$ cat config.mk
export PLATFORM = sky130hd
export DESIGN_NAME = mmio_responder_flat
export DESIGN_NICKNAME = d
export VERILOG_FILES = /design/src/rtl/mmio_responder_pkg.sv /design/src/rtl/mmio_responder_if.sv /design/src/rtl/mmio_responder_btn_debounce.sv /design/src/rtl/mmio_responder.sv /design/src/flat_wrapper.sv
export SDC_FILE = /design/constraint.sdc
export NUM_CORES = 1
export LEC_CHECK = 0
export CORE_UTILIZATION = 42
export DETAILED_ROUTE_END_ITERATION = 10
export PLACE_DENSITY_LB_ADDON = 0.2
export SKIP_LAST_GASP = 1
export SYNTH_ARGS = -nofsm -noshare
export SYNTH_HDL_FRONTEND = slang
export SYNTH_SLANG_ARGS = --single-unit
$ cat constraint.sdc
create_clock -name clock -period 3.1 [get_ports clock]
set_input_delay 0.465 -clock clock [delete_from_list [all_inputs] [get_ports clock]]
set_output_delay 0.465 -clock clock [all_outputs]
set_load 0.1 [all_outputs]
$ cat src/rtl/mmio_responder_pkg.sv
// Shared constants for the MMIO responder: address map, widths and the hit decode.
package mmio_pkg;

  localparam int unsigned ADDR_W = 12;
  localparam int unsigned DATA_W = 32;
  localparam int unsigned LED_W  = 16;
  localparam int unsigned CNT_W  = 8;

  localparam logic [7:0] MMIO_BASE = 8'hFF;

  localparam logic [3:0] OFF_BTN_STATUS  = 4'h0;
  localparam logic [3:0] OFF_BTN_LEVEL   = 4'h1;
  localparam logic [3:0] OFF_BTN_COUNT   = 4'h2;
  localparam logic [3:0] OFF_LED         = 4'h3;
  localparam logic [3:0] OFF_TIMER_COUNT = 4'h4;
  localparam logic [3:0] OFF_TIMER_CMP   = 4'h5;
  localparam logic [3:0] OFF_TIMER_FLAG  = 4'h6;

  function automatic logic is_mmio(input logic [ADDR_W-1:0] addr);
    return addr[ADDR_W-1:4] == MMIO_BASE;
  endfunction

endpackage

$ cat src/rtl/mmio_responder_if.sv
// Word-addressed data-memory bus: master drives address/data/wren, slave returns q.
interface mmio_bus_if;
  import mmio_pkg::*;

  logic [ADDR_W-1:0] address;
  logic [DATA_W-1:0] data;
  logic              wren;
  logic [DATA_W-1:0] q;

  modport master (output address, output data, output wren, input q);
  modport slave  (input address, input data, input wren, output q);

endinterface

$ cat src/rtl/mmio_responder_btn_debounce.sv
// One button: 2-flop synchronizer, debounce counter, and a rising-edge pulse on the
// same falling edge that the debounced level goes high.
module btn_debounce #(
  parameter int unsigned DEBOUNCE_CYCLES = 16
) (
  input  logic clock,
  input  logic reset,
  input  logic btn_i,
  output logic level_o,
  output logic rise_c_o
);

  localparam int unsigned CW = (DEBOUNCE_CYCLES > 2) ? $clog2(DEBOUNCE_CYCLES) : 1;
  localparam logic [CW-1:0] CNT_MAX = CW'(DEBOUNCE_CYCLES - 1);

  logic          sync1_q, sync2_q;
  logic          level_q, level_d;
  logic [CW-1:0] cnt_q, cnt_d;

  // Counter only advances while the synchronized input disagrees with the level.
  always_comb begin
    level_d  = level_q;
    cnt_d    = '0;
    rise_c_o = 1'b0;
    if (sync2_q != level_q) begin
      if (cnt_q == CNT_MAX) begin
        level_d  = sync2_q;
        rise_c_o = sync2_q;
      end else begin
        cnt_d = cnt_q + CW'(1);
      end
    end
  end

  always_ff @(negedge clock or posedge reset) begin
    if (reset) begin
      sync1_q <= 1'b0;
      sync2_q <= 1'b0;
      level_q <= 1'b0;
      cnt_q   <= '0;
    end else begin
      sync1_q <= btn_i;
      sync2_q <= sync1_q;
      level_q <= level_d;
      cnt_q   <= cnt_d;
    end
  end

  assign level_o = level_q;

endmodule

$ cat src/rtl/mmio_responder.sv
// Button/LED/timer register bank in the top 16 words of dmem space, clocked on ~clock.
// Define MMIO_TIMER_EN to build the timer counter/compare/flag registers.
module mmio_responder
  import mmio_pkg::*;
#(
  parameter int unsigned DEBOUNCE_CYCLES = 16,
  parameter int unsigned NUM_BTN         = 4
) (
  input  logic               clock,
  input  logic               reset,
  mmio_bus_if.slave          cpu,
  mmio_bus_if.master         mem,
  input  logic [NUM_BTN-1:0] btn_in,
  output logic [LED_W-1:0]   led_out,
  output logic               timer_flag
);

  logic       hit_c;
  logic [3:0] off_c;
  logic       wr_c;

  assign hit_c = is_mmio(cpu.address);
  assign off_c = cpu.address[3:0];
  assign wr_c  = cpu.wren & hit_c;

  assign mem.address = cpu.address;
  assign mem.data    = cpu.data;
  assign mem.wren    = cpu.wren & ~hit_c;

  logic [NUM_BTN-1:0] level_c, rise_c;

  for (genvar i = 0; i < NUM_BTN; i++) begin : g_btn
    btn_debounce #(.DEBOUNCE_CYCLES(DEBOUNCE_CYCLES)) u_db (
      .clock    (clock),
      .reset    (reset),
      .btn_i    (btn_in[i]),
      .level_o  (level_c[i]),
      .rise_c_o (rise_c[i])
    );
  end

  logic [NUM_BTN-1:0]            status_q, status_d;
  logic [NUM_BTN-1:0][CNT_W-1:0] cnt_q, cnt_d;
  logic [LED_W-1:0]              led_q, led_d;
  logic                          rd_hit_q;
  logic [DATA_W-1:0]             rd_val_q, rd_val_d;

  // Press tracking: a new press beats w1c; a count clear beats a new press.
  always_comb begin
    status_d = status_q;
    if (wr_c && off_c == OFF_BTN_STATUS) status_d = status_q & ~cpu.data[NUM_BTN-1:0];
    status_d = status_d | rise_c;
    for (int i = 0; i < NUM_BTN; i++) cnt_d[i] = cnt_q[i] + CNT_W'(rise_c[i]);
    if (wr_c && off_c == OFF_BTN_COUNT) cnt_d = '0;
    led_d = led_q;
    if (wr_c && off_c == OFF_LED) led_d = cpu.data[LED_W-1:0];
  end

`ifdef MMIO_TIMER_EN
  logic [DATA_W-1:0] tmr_q, tmr_d, tmr_inc_c, cmp_q, cmp_d;
  logic              flag_q, flag_d;

  // A load holds the loaded value for that edge and never raises the flag.
  always_comb begin
    tmr_inc_c = tmr_q + DATA_W'(1);
    tmr_d     = tmr_inc_c;
    cmp_d     = cmp_q;
    flag_d    = flag_q;
    if (wr_c && off_c == OFF_TIMER_CMP) cmp_d = cpu.data;
    if (wr_c && off_c == OFF_TIMER_FLAG && cpu.data[0]) flag_d = 1'b0;
    if (wr_c && off_c == OFF_TIMER_COUNT) tmr_d = cpu.data;
    else if (tmr_inc_c == cmp_q) flag_d = 1'b1;
  end

  always_ff @(negedge clock or posedge reset) begin
    if (reset) begin
      tmr_q  <= '0;
      cmp_q  <= '0;
      flag_q <= 1'b0;
    end else begin
      tmr_q  <= tmr_d;
      cmp_q  <= cmp_d;
      flag_q <= flag_d;
    end
  end

  assign timer_flag = flag_q;
`else
  assign timer_flag = 1'b0;
`endif

  // Read mux samples pre-write register values.
  always_comb begin
    rd_val_d = '0;
    case (off_c)
      OFF_BTN_STATUS:  rd_val_d[NUM_BTN-1:0]       = status_q;
      OFF_BTN_LEVEL:   rd_val_d[NUM_BTN-1:0]       = level_c;
      OFF_BTN_COUNT:   rd_val_d[CNT_W*NUM_BTN-1:0] = cnt_q;
      OFF_LED:         rd_val_d[LED_W-1:0]         = led_q;
`ifdef MMIO_TIMER_EN
      OFF_TIMER_COUNT: rd_val_d                    = tmr_q;
      OFF_TIMER_CMP:   rd_val_d                    = cmp_q;
      OFF_TIMER_FLAG:  rd_val_d[0]                 = flag_q;
`endif
      default:         rd_val_d                    = '0;
    endcase
  end

  always_ff @(negedge clock or posedge reset) begin
    if (reset) begin
      status_q <= '0;
      cnt_q    <= '0;
      led_q    <= '0;
      rd_hit_q <= 1'b0;
      rd_val_q <= '0;
    end else begin
      status_q <= status_d;
      cnt_q    <= cnt_d;
      led_q    <= led_d;
      rd_hit_q <= hit_c;
      rd_val_q <= rd_val_d;
    end
  end

  assign cpu.q   = rd_hit_q ? rd_val_q : mem.q;
  assign led_out = led_q;

endmodule

$ cat src/flat_wrapper.sv
// flat-port wrapper written by rule: the top's interface ports become plain ports
module mmio_responder_flat import mmio_pkg::*;
#(
  parameter int unsigned DEBOUNCE_CYCLES = 16,
  parameter int unsigned NUM_BTN         = 4
)
  (clock, reset, btn_in, led_out, timer_flag, cpu_address, cpu_data, cpu_wren, cpu_q, mem_address, mem_data, mem_wren, mem_q);
  mmio_bus_if cpu_i ();
  mmio_bus_if mem_i ();
  input  logic clock;
  input  logic reset;
  input  logic [NUM_BTN-1:0] btn_in;
  output logic [LED_W-1:0] led_out;
  output logic timer_flag;
  input wire logic [$bits(cpu_i.address)-1:0] cpu_address;
  input wire logic [$bits(cpu_i.data)-1:0] cpu_data;
  input wire logic [$bits(cpu_i.wren)-1:0] cpu_wren;
  output wire logic [$bits(cpu_i.q)-1:0] cpu_q;
  output wire logic [$bits(mem_i.address)-1:0] mem_address;
  output wire logic [$bits(mem_i.data)-1:0] mem_data;
  output wire logic [$bits(mem_i.wren)-1:0] mem_wren;
  input wire logic [$bits(mem_i.q)-1:0] mem_q;
  assign cpu_i.address = cpu_address;
  assign cpu_i.data = cpu_data;
  assign cpu_i.wren = cpu_wren;
  assign cpu_q = cpu_i.q;
  assign mem_address = mem_i.address;
  assign mem_data = mem_i.data;
  assign mem_wren = mem_i.wren;
  assign mem_i.q = mem_q;
  mmio_responder #(.DEBOUNCE_CYCLES(DEBOUNCE_CYCLES), .NUM_BTN(NUM_BTN)) u_core (.clock(clock), .reset(reset), .cpu(cpu_i), .mem(mem_i), .btn_in(btn_in), .led_out(led_out), .timer_flag(timer_flag));
endmodule
# After elaboration in Yosys (flattened, before gate mapping)
# Cells that the tools add are included.
dict set report word_totals {
  register_bits 113
  in_bits 83
  out_inout_bits 94
  elab_cells 80
}
dict set report classes {
  n_addsub 8
  n_eq_ne 12
  mux 22
  bitwise_logic 6
  n_reduce_logical 8
}
# cell count
set op_table {}
lappend op_table {{32-bit two-way mux} 2}
lappend op_table {{4-bit two-way mux} 9}
lappend op_table {{8-bit by 1-bit adder with 8-bit output} 4}
lappend op_table {{12-bit case mux with 2 select lines} 1}
lappend op_table {{4-bit by 1-bit adder with 4-bit output (second input constant)} 4}
lappend op_table {{4-bit equality test (second input constant)} 4}
lappend op_table {{16-bit two-way mux} 1}
lappend op_table {{4-bit case mux with 4 select lines} 1}
lappend op_table {{4-bit by 2-bit equality test with 1-bit output (second input constant)} 2}
lappend op_table {{8-bit equality test (second input constant)} 1}
lappend op_table {{1-bit two-way mux} 8}
lappend op_table {{2-bit AND reduction} 4}
lappend op_table {{4-bit bitwise AND} 1}
lappend op_table {{4-bit by 1-bit equality test with 1-bit output (second input constant)} 1}
lappend op_table {{4-bit zero test} 1}
lappend op_table {{1-bit != test} 4}
lappend op_table {{4-bit NOT} 1}
lappend op_table {{4-bit OR} 1}
lappend op_table {{1-bit logical AND} 3}
lappend op_table {{1-bit bitwise AND} 2}
lappend op_table {{1-bit NOT} 1}

# Depth between registers and ports, before layout
dict set report logic_depth {
  word_depth 5
  depth_mapped 8
  depth_no_buf 8
}

# Cells and area by module
# From an unflattened synthesis, not the netlist that was laid out.
dict set report hier_totals {
  cells_unflattened 435
  area_unflattened_um2 5300.1
}
# module instances cells_per_inst area_per_inst_um2 seq_area_each_um2
set modules_own_cells {}
lappend modules_own_cells {mmio_responder 1 355 4174.0 2127.0}
lappend modules_own_cells {btn_debounce 4 20 281.5 175.2}

==> flow_summary_export.csv <==
group,metric,value,unit
logic_synthesis,synth_area,5350,um2
global_routing,grtUsageTotal,19.0,%
logic_synthesis,synth_seq_area_share,52.8,%
die,die_x,115,um
clock_network,holdBufCountCts,0,
clock_network,cts-root-buf,"clkbuf_16",
logic_synthesis,postSynth.asyncResetShare,100,%
place,placedCellCount,719,
power,power,0.00415,W
critical_path,cpMostUsedCell,"buf_12",
logic_synthesis,synthTopCellsByArea,"dfrtn_1 (53%), mux2_2 (11%), buf_4 (6.5%)",
logic_synthesis,synth_flop_cell,"dfrtn_1",
clock_network,cts.sinks,113,
hold_path,hold_path_depth,0,
global_routing,grt_pass1_vias,3914,
critical_path,crit_required,2.63,ns
place,dp_hpwl,8220,um
finish,diodes,0,
timing,fin_skew,0.00674,ns
clock_network,cts_made_buffers,17,
hold_path,hold_path.class,"flop to flop",
die,dieArea,13200,um2
critical_path,path_cells,"buf_12 -> buf_6 -> mux2_4 -> buf_12",
timing,finalWorstSetupSlack,-0.552,ns
power,ir_drop,260,uV
detailed_routing,drt_wl_total,12700,um
die,core_area,12200,um2
logic_synthesis,yosysTopAreaCellShare,52.8,%
run_status,violations,"setup timing",
place,pre_cts_ws,-0.809,ns
detailed_routing,drt_iter0_markers,136,
hold_path,holdPathEnd,"u_core.g_btn[1].u_db.sync2_q",
logic_synthesis,synth_most_common_cell,"dfrtn_1",
logic_synthesis,synth.distinct_cells,38,
global_routing,antenna_found_initial,0,
critical_path,crit_family,"buffers and inverters",
critical_path,r2r_slack,0.91,ns
logic_synthesis,synth_nets,535,
detailed_routing,num_vias,3967,
global_routing,grt_overflow,0,
die,start_util,43.8,%
detailed_routing,drt-wirelength-per-cell,16.4,um
detailed_routing,ant_nets,0,
global_routing,grt_pass1_wl,19100,um
place,port_buffers,143,
critical_path,crit_fanout,6,
hold_path,hp-start,"u_core.g_btn[1].u_db.sync1_q",
die,rows,40,
detailed_routing,drc,0,
run_status,status,"finished with violations",
detailed_routing,vias_per_cell,5.13,
timing,drv_slew,0,
logic_synthesis,ys_warn_count,0,
die,io_pins,177,
detailed_routing,first_pass_iters,4,
critical_path,reg2reg_from,"u_core.g_btn[0].u_db.cnt_q[0]",
timing,hold_violations,0,
power,p_leak,3.86,nW
power,power.density,494,nW/um2
critical_path,crit-reg2reg-capture,"u_core.cnt_q[6]",
critical_path,crit_path_top_delay_cell,"dfrtn_1",
logic_synthesis,synth_edf_count,0,
finish,areaGrowthSynthToFinish,56.7,%
logic_synthesis,netlist_top_cells_count,"dfrtn_1 (113), mux2_2 (52), buf_4 (46)",
logic_synthesis,syn_avg_cell_area,12.2,um2
timing,rsz0062_at_grt,"yes",
place,gp_congestion,0.749,
logic_synthesis,synthCells,440,
finish,fill_cells,898,
finish,layout-drive-gt1-share,39.7,%
die,die_h,115,um
run,drv_cap,0,
clock_network,path_clk_slew,0.04,ns
clock_network,cts_buffer_depth,2,
critical_path,worstSetupStartpointType,"flop",
logic_synthesis,synth_area_leader_cell,"dfrtn_1",
clock_network,h-tree-depth,4,
critical_path,r2r_cells,8,
finish,layoutNonFillerInstCount,773,
critical_path,cp-end-kind,"output pin",
finish,fin_nets,690,
clock_network,cts_tree,"built",
critical_path,max_stage_delay,0.46,ns
critical_path,critPathBufInv,3,
global_routing,grt_max_degree,62,
critical_path,arrival,3.19,ns
critical_path,worstSetupPathType,"flop to output pin",
timing,final-setup-viol-count,32,
clock_network,clk_latency,0.39,ns
logic_synthesis,synth_seq_cells,113,
[layer usage]
metal  GRT usage (%)  vias to the layer above  routed length (um)  part of all wire, %
li1                -                     1837                   -                    -
met1            22.5                     1956                5130                   40
met2            32.3                      153                6540                   51
met3            6.27                       21                 815                  6.4
met4            7.10                        0                 216                  1.7
met5               0                        -                   0                    0
[kinds of logic (layout without fill, tap and decap cells)]
family / count (synthesis) / after routing / share of synthesized area [%]
compound gates: 52 / 52 / 6.13
xor+xnor: 21 / 21 / 3.44
fa+ha+maj: 12 / 12 / 2.81
buf+inv: 65 / 230 / 8.37
flops: 113 / 113 / 52.8
mux: 56 / 56 / 12.6
other cells: 1 / 1 / 0.0701
simple gates: 120 / 120 / 13.7
[area by class of cell]
type / instances / area (um2) / area share (%)
tap: 168 / 210 / 2.51
timing repair buffer: 195 / 2450 / 29.2
multi-input combinational: 262 / 2300 / 27.4
sequential: 113 / 2830 / 33.7
clock inverter: 5 / 77.6 / 0.925
inverter: 6 / 26.3 / 0.313
clock buffer: 24 / 502 / 5.98
[how the worst max path moves through the flow]
stage	start	to	slack (ns)	cells after the start
after floorplan	cpu_address[10]	u_core.led_out[9]	-0.39	4
after global placement	cpu_address[2]	u_core.cnt_q[17]	-0.75	5
after detailed placement	cpu_address[2]	u_core.cnt_q[24]	-0.81	5
after CTS	u_core.rd_hit_q	cpu_q[31]	-0.58	3
after global routing	u_core.rd_hit_q	cpu_q[16]	-0.60	4
final	u_core.rd_hit_q	cpu_q[4]	-0.55	4
[registers in the layout, indices dropped and copies added, names as in the netlist]
name,count
u_core.g_btn.u_db.sync1_q,4
u_core.led_out,16
u_core.rd_val_q,32
u_core.g_btn.u_db.level_o,4
u_core.status_q,4
u_core.g_btn.u_db.cnt_q,16
u_core.g_btn.u_db.sync2_q,4
u_core.rd_hit_q,1
u_core.cnt_q,32
[power breakdown]
group          internal (W)  switching, W  total, W
registers           0.00152     0.0000233   0.00154
clock network       0.00127      0.000616   0.00189
logic              0.000269      0.000451  0.000720
total               0.00306       0.00109   0.00415
[placed cells by master, fill, tap and decap left out, drive strengths merged, types with 7 or more instances in the layout]
cell type	count
dfrtn	113
o21ai	15
or3	13
xnor2	12
mux2	52
nand3	12
buf	129
nand2	9
nand4	7
nor2b	11
a21oi	18
nor2	20
a22o	12
and2	16
ha	12
clkdlybuf4s50	53
xor2	9
clkbuf	32
[metrics by stage]
step | instance area [um2] | hold WS (ns) | setup TNS [ns] | utilization (%)
3_3_place_gp | 7460 | 0.292 | -59.15 | 61.1
6_report | 8390 | 0.301 | -16.57 | 68.7
4_1_cts | 8160 | 0.303 | -16.52 | 66.8
3_5_place_dp | 7460 | 0.304 | -63.64 | 61.1
2_1_floorplan | 5590 | 0.292 | -36.97 | -
5_1_grt | 8390 | 0.306 | -18.14 | 68.7
[repair_timing]
item	4_1_cts	5_1_grt
setup endpoints to repair	119	92
buffers inserted	8	11
pin swaps	4	4
resized for setup	38	22
gates cloned	2	5
hold endpoints to repair	0	0
Power figures use the tool's default switching activity.
